`src/rtl/mod_n_evt_pkg.sv`:
```
// Shared types and defaults for the modulo-N event counter family.
package mod_n_evt_pkg;

   typedef enum logic {EVT_LEVEL = 1'b0, EVT_EDGE = 1'b1} evt_mode_t;

   localparam int N_DEFAULT     = 4;
   localparam int MATCH_DEFAULT = 3;

endpackage

```
`src/rtl/evt_qualify.sv`:
```
// Event qualifier: turns raw x into a one-cycle event strobe.
// With MOD_N_EVT_EDGE_EN defined, mode selects level or rising-edge events and
// the x history register is built. Without it the block is level-only and
// mode is ignored (the port stays so callers need not change).
module evt_qualify
   import mod_n_evt_pkg::*;
(
   input  logic clk,
   input  logic rst,
   input  logic en,
   input  logic mode,
   input  logic x,
   output logic evt
);

`ifdef MOD_N_EVT_EDGE_EN
   logic x_q;

   // x history, sampled every cycle; only reset clears it so edges survive en/clr/mode
   always_ff @(posedge clk) begin
      if (rst) x_q <= 1'b0;
      else     x_q <= x;
   end

   assign evt = en & ((evt_mode_t'(mode) == EVT_EDGE) ? (x & ~x_q) : x);
`else
   logic unused_edge;
   assign unused_edge = ^{clk, rst, mode};

   assign evt = en & x;
`endif

endmodule

```
`src/rtl/mod_n_event_counter.sv`:
```
// Modulo-N qualified event counter with terminal-state decode and rollover pulse.
// Optional edge-detect events are enabled by defining MOD_N_EVT_EDGE_EN.
module mod_n_event_counter
   import mod_n_evt_pkg::*;
#(
   parameter int N     = N_DEFAULT,
   parameter int MATCH = MATCH_DEFAULT,
   parameter int W     = $clog2(N)
) (
   input  logic         clk,
   input  logic         rst,
   input  logic         en,
   input  logic         clr,
   input  logic         mode,
   input  logic         x,
   output logic [W-1:0] count,
   output logic         out,
   output logic         wrap
);

   generate
      if (N < 2 || MATCH < 0 || MATCH >= N) begin : g_bad_cfg
         $fatal(1, "mod_n_event_counter: illegal N=%0d / MATCH=%0d", N, MATCH);
      end
   endgenerate

   localparam logic [W-1:0] LAST    = W'(N - 1);
   localparam logic [W-1:0] MATCH_C = W'(MATCH);

   logic evt;
   logic over;

   evt_qualify u_qual (
      .clk  (clk),
      .rst  (rst),
      .en   (en),
      .mode (mode),
      .x    (x),
      .evt  (evt)
   );

   // Out-of-range count (only reachable by upset when N is not a power of 2)
   generate
      if ((1 << W) == N) begin : g_pow2
         assign over = 1'b0;
      end else begin : g_npow2
         assign over = (count > LAST);
      end
   endgenerate

   // Count state and rollover pulse: rst > clr > evt > hold
   always_ff @(posedge clk) begin
      if (rst) begin
         count <= '0;
         wrap  <= 1'b0;
      end else if (clr) begin
         count <= '0;
         wrap  <= 1'b0;
      end else if (evt) begin
         if (count == LAST) begin
            count <= '0;
            wrap  <= 1'b1;
         end else if (over) begin
            count <= '0;
            wrap  <= 1'b0;
         end else begin
            count <= count + 1'b1;
            wrap  <= 1'b0;
         end
      end else begin
         wrap <= 1'b0;
      end
   end

   assign out = (count == MATCH_C);

endmodule
```
`config.mk`:
```
export PLATFORM = sky130hd
export DESIGN_NAME = mod_n_event_counter
export DESIGN_NICKNAME = d
export VERILOG_FILES = /design/src/rtl/mod_n_evt_pkg.sv /design/src/rtl/evt_qualify.sv /design/src/rtl/mod_n_event_counter.sv
export SDC_FILE = /design/constraint.sdc
export NUM_CORES = 1
export LEC_CHECK = 0
export CORE_AREA = 2 2 39 41
export CTS_CLUSTER_SIZE = 12
export DETAILED_ROUTE_END_ITERATION = 16
export DIE_AREA = 0 0 41 43
export HOLD_SLACK_MARGIN = 0.02
export PLACE_DENSITY = 0.45
export SLEW_MARGIN = 15
export SYNTH_ARGS = -nofsm -noshare
export SYNTH_HDL_FRONTEND = slang
export SYNTH_SLANG_ARGS = --single-unit
```
`constraint.sdc`:
```
create_clock -name clk -period 1 [get_ports clk]
set_input_delay 0.2 -clock clk [delete_from_list [all_inputs] [get_ports clk]]
set_output_delay 0.2 -clock clk [all_outputs]
set_load 0.005 [all_outputs]
```
# Word level (Yosys, flattened, before mapping)
# Index checks and enable logic that the tools add are counted.
[classes]
bitwise_logic = 2
n_reduce_logical = 2
n_eq_ne = 1
n_mux = 2
n_addsub = 1
[ops]
columns = ["op", "n"]
rows = [
  ["3-bit OR reduction", 1],
  ["2-bit by 1-bit adder with 2-bit output (second input constant)", 1],
  ["2-bit == test (second input constant)", 1],
  ["2-bit two-way mux", 1],
  ["2-bit OR reduction", 1],
  ["1-bit bitwise AND", 1],
  ["1-bit two-way mux", 1],
  ["1-bit NOT", 1],
]
[totals]
input_bits = 6
reg_bits = 3
out_inout_bits = 4

# Depth between registers and ports, before layout
# Gate-level depths: netlist of the first run.
[depth]
ltp_word = 3
ltp_mapped = 3
depth_no_buf = 3

# Modules after synthesis
# From an unflattened synthesis of the first run, not the netlist that was laid out.
[hier_totals]
hier_cells = 12
hier_area_um2 = 130.1
[by_module_without_submodules]
columns = ["module", "cells_each", "seq_area_each_um2", "n_inst", "area_each_um2"]
rows = [
  ["mod_n_event_counter", 11, 60.1, 1, 123.9],
  ["evt_qualify", 1, 0.0, 1, 6.3],
]

# Worst setup path after synthesis of the first run
# Ideal clock, no wire load.
[synth_path]
path_kind = "reg2reg"
from = "register count[0]"
to = "register count[0]"
required_time_ns = 0.930
n_path_buf = 0
setup_time_ns = 0.070
stages_incl_launch_ff = 4
arrival_ns = 0.830
setup_slack_ns = 0.100
period_less_slack_ns = 0.900
cell_sequence = "dfxtp_1 -> ha_1 -> nand4bb_1 -> a21oi_1"
[synth_between]
elab_chain_len = 2
elab_cells_between_ends = 3
cone_classes = "add/sub (1); eq/ne (1); mux (1)"
[synth_rtl]
columns = ["element", "line", "rtl"]
rows = [
  ["start: declaration", "mod_n_event_counter.sv:16", "output logic [W-1:0] count,"],
  ["start signal: assignment", "mod_n_event_counter.sv:67", "count <= count + 1'b1;"],
  ["2-bit == test", "n/a", ""],
  ["named net out", "mod_n_event_counter.sv:17", "output logic out,"],
  ["2-bit two-way mux", "mod_n_event_counter.sv:60", "if (count == LAST) begin"],
]
# The timed path passes the listed nets, and every way through them passes these cells.
# A chain may end at the register's enable or synchronous reset.

# Worst setup path in the final report of the first run
[layout_path]
from = "register count[0]"
to = "output port out"
[layout_between]
elab_chain_len = 1
[layout_rtl]
columns = ["element", "line", "rtl"]
rows = [
  ["2-bit == test", "mod_n_event_counter.sv:75", "assign out = (count == MATCH_C);"],
  ["end: declaration", "mod_n_event_counter.sv:17", ""],
]
# No other way between the ends.

==> results of run 1 <==
## worst max-delay path by stage
stage,startpoint,to,cells after the start
3_3_place_gp,count[0],out,2
5_1_grt,count[0],out,2
3_5_place_dp,count[1],out,2
4_1_cts,count[1],out,2
2_1_floorplan,count[0],count[0],3
6_report,count[0],out,2
## stage by stage
stage | hold slack, ps | setup WS, ps | setup TNS [ps] | power, mW | instances
6_report | 619 | -22.2 | -22.2 | 0.370 | 45
5_1_grt | 624 | -46.0 | -97.9 | 0.396 | 45
4_1_cts | 612 | -119 | -218 | 0.384 | 45
3_5_place_dp | 659 | -188 | -744 | 0.162 | 41
3_3_place_gp | 628 | -172 | -616 | 0.161 | 41
2_1_floorplan | 333 | 100 | 0 | 0.135 | 14
## kinds of logic (layout without fill, tap and decap cells)
kind of cell / after synthesis / in the layout / share of synthesized area
AND/OR/NAND/NOR: 5 / 5 / 0.267
AO/OA/AOI/OAI: 4 / 4 / 0.207
flip-flops: 3 / 3 / 0.414
adder cells (fa/ha/maj): 1 / 1 / 0.0862
buffers and inverters: 1 / 16 / 0.0258
## final cells by class
| type | instances | area (sq um) |
|---|---|---|
| multi-input combinational | 10 | 93.8 |
| inverter | 1 | 3.75 |
| timing repair buffer | 11 | 103 |
| clock buffer | 4 | 26.3 |
| fill | 152 | 1070 |
| tap | 16 | 20.0 |
| sequential | 3 | 62.6 |
## cells in the final DEF, fill, tap and decap left out
| cell | instances |
|---|---|
| nor3_2 | 1 |
| nand3_1 | 1 |
| clkbuf_4 | 3 |
| a21oi_1 | 2 |
| clkbuf_1 | 1 |
| clkdlybuf4s50_1 | 4 |
| ha_4 | 1 |
| dlygate4sd2_1 | 1 |
| dfxtp_1 | 1 |
| or2_4 | 1 |
| nand4bb_1 | 1 |
| inv_1 | 1 |
| buf_4 | 2 |
| dfxtp_2 | 2 |
| buf_6 | 3 |
| nand2_1 | 1 |
| clkbuf_2 | 1 |
| a21bo_1 | 2 |
## power groups by stage
stage               sequential [mW]  clock (mW)  combinational, mW
CTS                           0.124       0.222             0.0376
global placement              0.125           0             0.0363
floorplan                     0.125           0             0.0103
detailed placement            0.125           0             0.0377
finish                        0.124       0.210             0.0367
global route                  0.124       0.232             0.0399
## routing by layer
| metal | wire, um | up-vias |
|---|---|---|
| li1 | - | 81 |
| met4 | 0 | 0 |
| met3 | 71 | 0 |
| met5 | 0 | - |
| met2 | 130 | 11 |
| met1 | 178 | 67 |
## Yosys cell counts (all sizes together)
library cell and number:
a21bo 2, a21oi 2, dfxtp 3, ha 1, inv 1, nand2 1
nand3 1, nand4bb 1, nor3 1, or2 1
## what timing repair did
item | 4_1_cts | 5_1_grt
resized for setup | 15 | 3
buffers inserted | 1 | 0
endpoints found under the setup margin | 5 | 4
pin swaps | 3 | 2
cloned | 0 | 0
hold buffers | 0 | 0
## sequential cells by signal, indices dropped and copies added, names as in the netlist
signal / cells
count: 2
wrap: 1
## critical path: stages, from the launching register on
cell and delay (ps):
dfxtp_2 320, ha_4 160, buf_6 110
==> impl_results.md, run 1 <==
- Sequential fraction of design power: 0.334
- H-tree depth: 1
- Endpoints failing setup: 1
- Leakage power: ~0.12 nW
- Worst VDD drop: about 0.57 mV
- Routed WL: 381 um
- Net Count, Synth: 21
- Status: finished, violations left
- P_sw: 75.1 uW
- Cells after Synth: 14
- Synthesized flop and latch total: 3
- Worst Hold Class: in -> reg
- Post-Place Cell Area: roughly 270 sq um
- GRT Max-Usage Layer: met3
- Hold path start: clr
- Die area: ~1800 sq um
- Distinct cell type count after synthesis: 10
- Reg2Reg Setup Slack: ~30 ps
- Synthesized area: roughly 150 sq um
- Min cycle time layout: a little over 1000 ps
- Max Root-Sink Buffers: 2
- CP arrival: 820 ps
- Yosys warnings: 0
- Root Buffer: clkbuf_4
- Reg2reg end: count[0]
- Largest net degree at the start of global routing: 6
- Worst-skew pair later-pin latency: around 230 ps
- F_max: between 900 and 1000 MHz
- Ports: 10
- Worst Path Max Fanout: 2
- 1st-pass router iterations: 1
- GR met2 Demand/Resource: 0.0688
- Relative slew slack: 0.882
- Layout cells sized above 1: 0.483
- Port Buffer Count: 8
- Area grow syn2layout: 113%
- Synth area leader: dfxtp_1
- Routing usage on met3: 0.0942
- R2r startpoint: count[0]
- Pwr Density: around 1200 nW/um^2
- Internal power: around 300 uW
- Finished Core Util: 0.223
- Vias in the first global route: roughly 170
- Initial antenna violation count: 0
- Avg Cell Area, Syn: between 10 and 15 sq um
- TritonCTS buffer count: 3
- Drt initial violations: 0
- Fin. max-slew vios: 0
- # DRC: 0
- Sequential share of the synthesized area: 0.414
- Max_cap viols: 0
- Worst setup EP type: primary output
- Ranking of synthesized cells by area: dfxtp_1, a21bo_1, ha_1, nand4bb_1, a21oi_1
- Clk pwr share: 0.567
- FP Rows: 14
- Post-route ant nets: 0
- Core area: 1380 sq um
- R2R depth: 4
- Hold Crit Depth: 3
- Clk slew on worst S/H paths: ~40 ps
- TritonCTS Sinks: 3
- Required @ worst endpoint: 800 ps
- Sw Ratio: 0.203
- Gpl congestion: approximately 0.64
- WL per Instance: roughly 8.5 um
- Diode count: 0
- Die width: 41 um
- Final worst-path cycle share: 1.02
- Fin. Hold Viols: 0
- Worst Max-Slew Pin Slew: 177 ps
- Die Y: 43 um
- Clock skew: 0.906 ps
- Initial core utilization: 0.105
- Met1 Use GR: 0.0609
- Setup CP Type: reg -> out
- CTS tree: yes
- Via count: 159
- RSZ-0062 raised after global routing: yes
- Post-detail-place hpwl: 307 um
- Gr ovfl total: 0
- Post-synth top area share: 0.414
- Gr usage total: 0.0652
- Via/cell ratio: 3.53
- Final #Nets: 37
- Layout Cell Area excl Fill: 309 sq um
- First-pass GRT wire length: 634 um
- Final Worst Setup Slack: -22.2 ps
- CP Launch Type: flop
- Hold Path End: count[1]
- Failing checks: setup timing
- Combinational power share: 0.099
(Power assumes the default switching activity.)
==> run 2, diff against run 1 <==
CTS_CLUSTER_SIZE = unset   (was 12)
clock period = 1.03 ns   (was 1 ns; I/O delays follow)
==> run 2 against run 1 <==
Effect of this change: the flow now finishes without violations; design area down 1.2%; final cell count unchanged; combinational power down 2%; die area unchanged; largest power group unchanged; register-to-register slack about the same; critical path depth unchanged; clock skew unchanged; sequential power down 3%; clock power down 3%; worst setup slack better by 30 ps; first-iteration DRC count up 1; via count down 2.5%.
==> impl_results.md, run 2 (synthesis results as in run 1) <==
- Fill cells: between 150 and 200
- Vias in the first global route: ~170
- Gr ovfl total: 0
- Post-detail-place hpwl: 307 um
- Layout cells sized above 1: 0.483
- FP Rows: 14
- Via count: 155
- Worst VDD drop: 0.553 mV
- Pwr Density: 1180 nW/um^2
- Via/cell ratio: roughly 3.4
- Final worst-path cycle share: 0.993
- CP Launch Type: flop
- WL per Instance: between 8 and 9 um
- Min cycle time layout: 1020 ps
- Largest reg by FF count: count
- Largest net degree at the start of global routing: 6
- Area of the multi-input gates: 93.8 sq um
- Die Y: approximately 43 um
- Die area: around 1800 sq um
- Required @ worst endpoint: 820 ps
- Final Worst Setup Slack: ~7.6 ps
- Hold Crit Depth: 3
- Final #Nets: 37
- 1st-pass router iterations: 2
- Layout Cells excl Fill: 45
- R2r startpoint: count[0]
- Layout Cell Area excl Fill: ~300 sq um
- Worst setup EP type: primary output
- Leakage power: ~0.12 nW
- Root Buffer: clkbuf_4
- Drt initial violations: 1
- Hold Path End: count[1]
- Routed WL: approximately 380 um
- Biggest regs: count: 2 flops, wrap: 1 flops
- Fin. Hold Viols: 0
- Port Buffer Count: 8
- Commonest non-fill, non-tap cells in the layout: clkdlybuf4s50_1, clkbuf_4, buf_4
- H-tree depth: 1
- Status: finished, final reports clean
- Endpoints failing setup: 0
- Initial core utilization: 0.105
- TritonCTS Sinks: 3
- Clk slew on worst S/H paths: about 40 ps
- Gr usage total: 0.0642
- Diode count: 0
- Initial antenna violation count: 0
- Setup CP Type: reg -> out
- Pre-CTS setup slack: -164 ps
- Worst-skew pair later-pin latency: 230 ps
- Gpl congestion: roughly 0.64
- Core area: around 1400 sq um
- Hold path start: clr
- Max Root-Sink Buffers: 2
- Worst Path Max Fanout: 2
- Worst Hold Class: in -> reg
- Reg area: 62.6 sq um
- Die width: between 40 and 50 um
- Leading cell type in the layout, fill and taps excluded: clkdlybuf4s50_1
- Post-Place Cell Area: between 200 and 300 sq um
- Worst Max-Slew Pin Slew: ~190 ps
- Area grow syn2layout: 110%
- Reg2Reg Setup Slack: about 40 ps
- Max_cap viols: 0
- Post-route ant nets: 0
- DP Cell Count: just over 40
- Reg2reg end: count[0]
- RSZ-0062 raised after global routing: yes
- Max reg flops: 2
- Ports: 10
- Fin. max-slew vios: 0
- F_max: 978 MHz
- CTS Hold Bufs: 0
- Postcts setup bufs: 0
- TritonCTS buffer count: 3
- First-pass GRT wire length: around 620 um
- CP arrival: a little over 800 ps
- Clock skew: 0.906 ps
- CTS tree: yes
- R2R depth: 4
- Relative slew slack: 0.871
- # DRC: 0
==> run 2: changes by cell type in the layout (fill, tap and decap cells not counted) <==
cell	change
buf_6	-1
buf_4	+1
==> run 2: repair_timing <==
action / CTS / global route
gates resized for setup: 14 / 4
setup endpoints to repair: 5 / 3
pin swaps: 1 / 2
==> run 2: worst max-delay path, cell delays in order, from the launching register on <==
cell     delay (ps)
dfxtp_2         320
ha_4            160
buf_6           110
==> run 2: worst max-delay path by stage <==
stage	startpoint	endpoint	slack, ps
CTS	count[0]	count[0]	-50
global route	count[0]	out	-20
detailed placement	count[1]	out	-160
finish	count[0]	out	8
global placement	count[0]	out	-150
floorplan	count[0]	count[0]	130
==> run 2: layer usage <==
| metal | share of wire | wire length [um] | track usage |
|---|---|---|---|
| met1 | 0.47 | 180 | 0.0577 |
| met4 | 0 | 0 | 0.0400 |
| met3 | 0.21 | 80 | 0.0942 |
| met2 | 0.32 | 121 | 0.0688 |
| met5 | 0 | 0 | 0 |
==> run 2: layout make-up <==
type	instances	area share
Timing Repair Buffer	11	0.324
Multi-Input combinational cell	10	0.307
Clock buffer	4	0.0861
Tap cell	16	0.0656
Sequential cell	3	0.205
Inverter	1	0.0123
==> run 2: stage by stage <==
| stage | power, mW | TNS [ps] | utilization | hold slack, ps |
|---|---|---|---|---|
| 2_1_floorplan | 0.131 | 0 | - | 339 |
| 3_5_place_dp | 0.158 | -600 | 0.193 | 659 |
| 4_1_cts | 0.371 | -78.1 | 0.208 | 618 |
| 3_3_place_gp | 0.156 | -472 | 0.193 | 628 |
| 6_report | 0.360 | 0 | 0.221 | 625 |
| 5_1_grt | 0.384 | -23.2 | 0.221 | 630 |
==> run 2: power by group <==
part	leakage [nW]	switching, mW	internal (mW)
logic	0.0826	0.0129	0.0230
registers	0.0252	0.00150	0.119
clock network	0.0150	0.0588	0.145
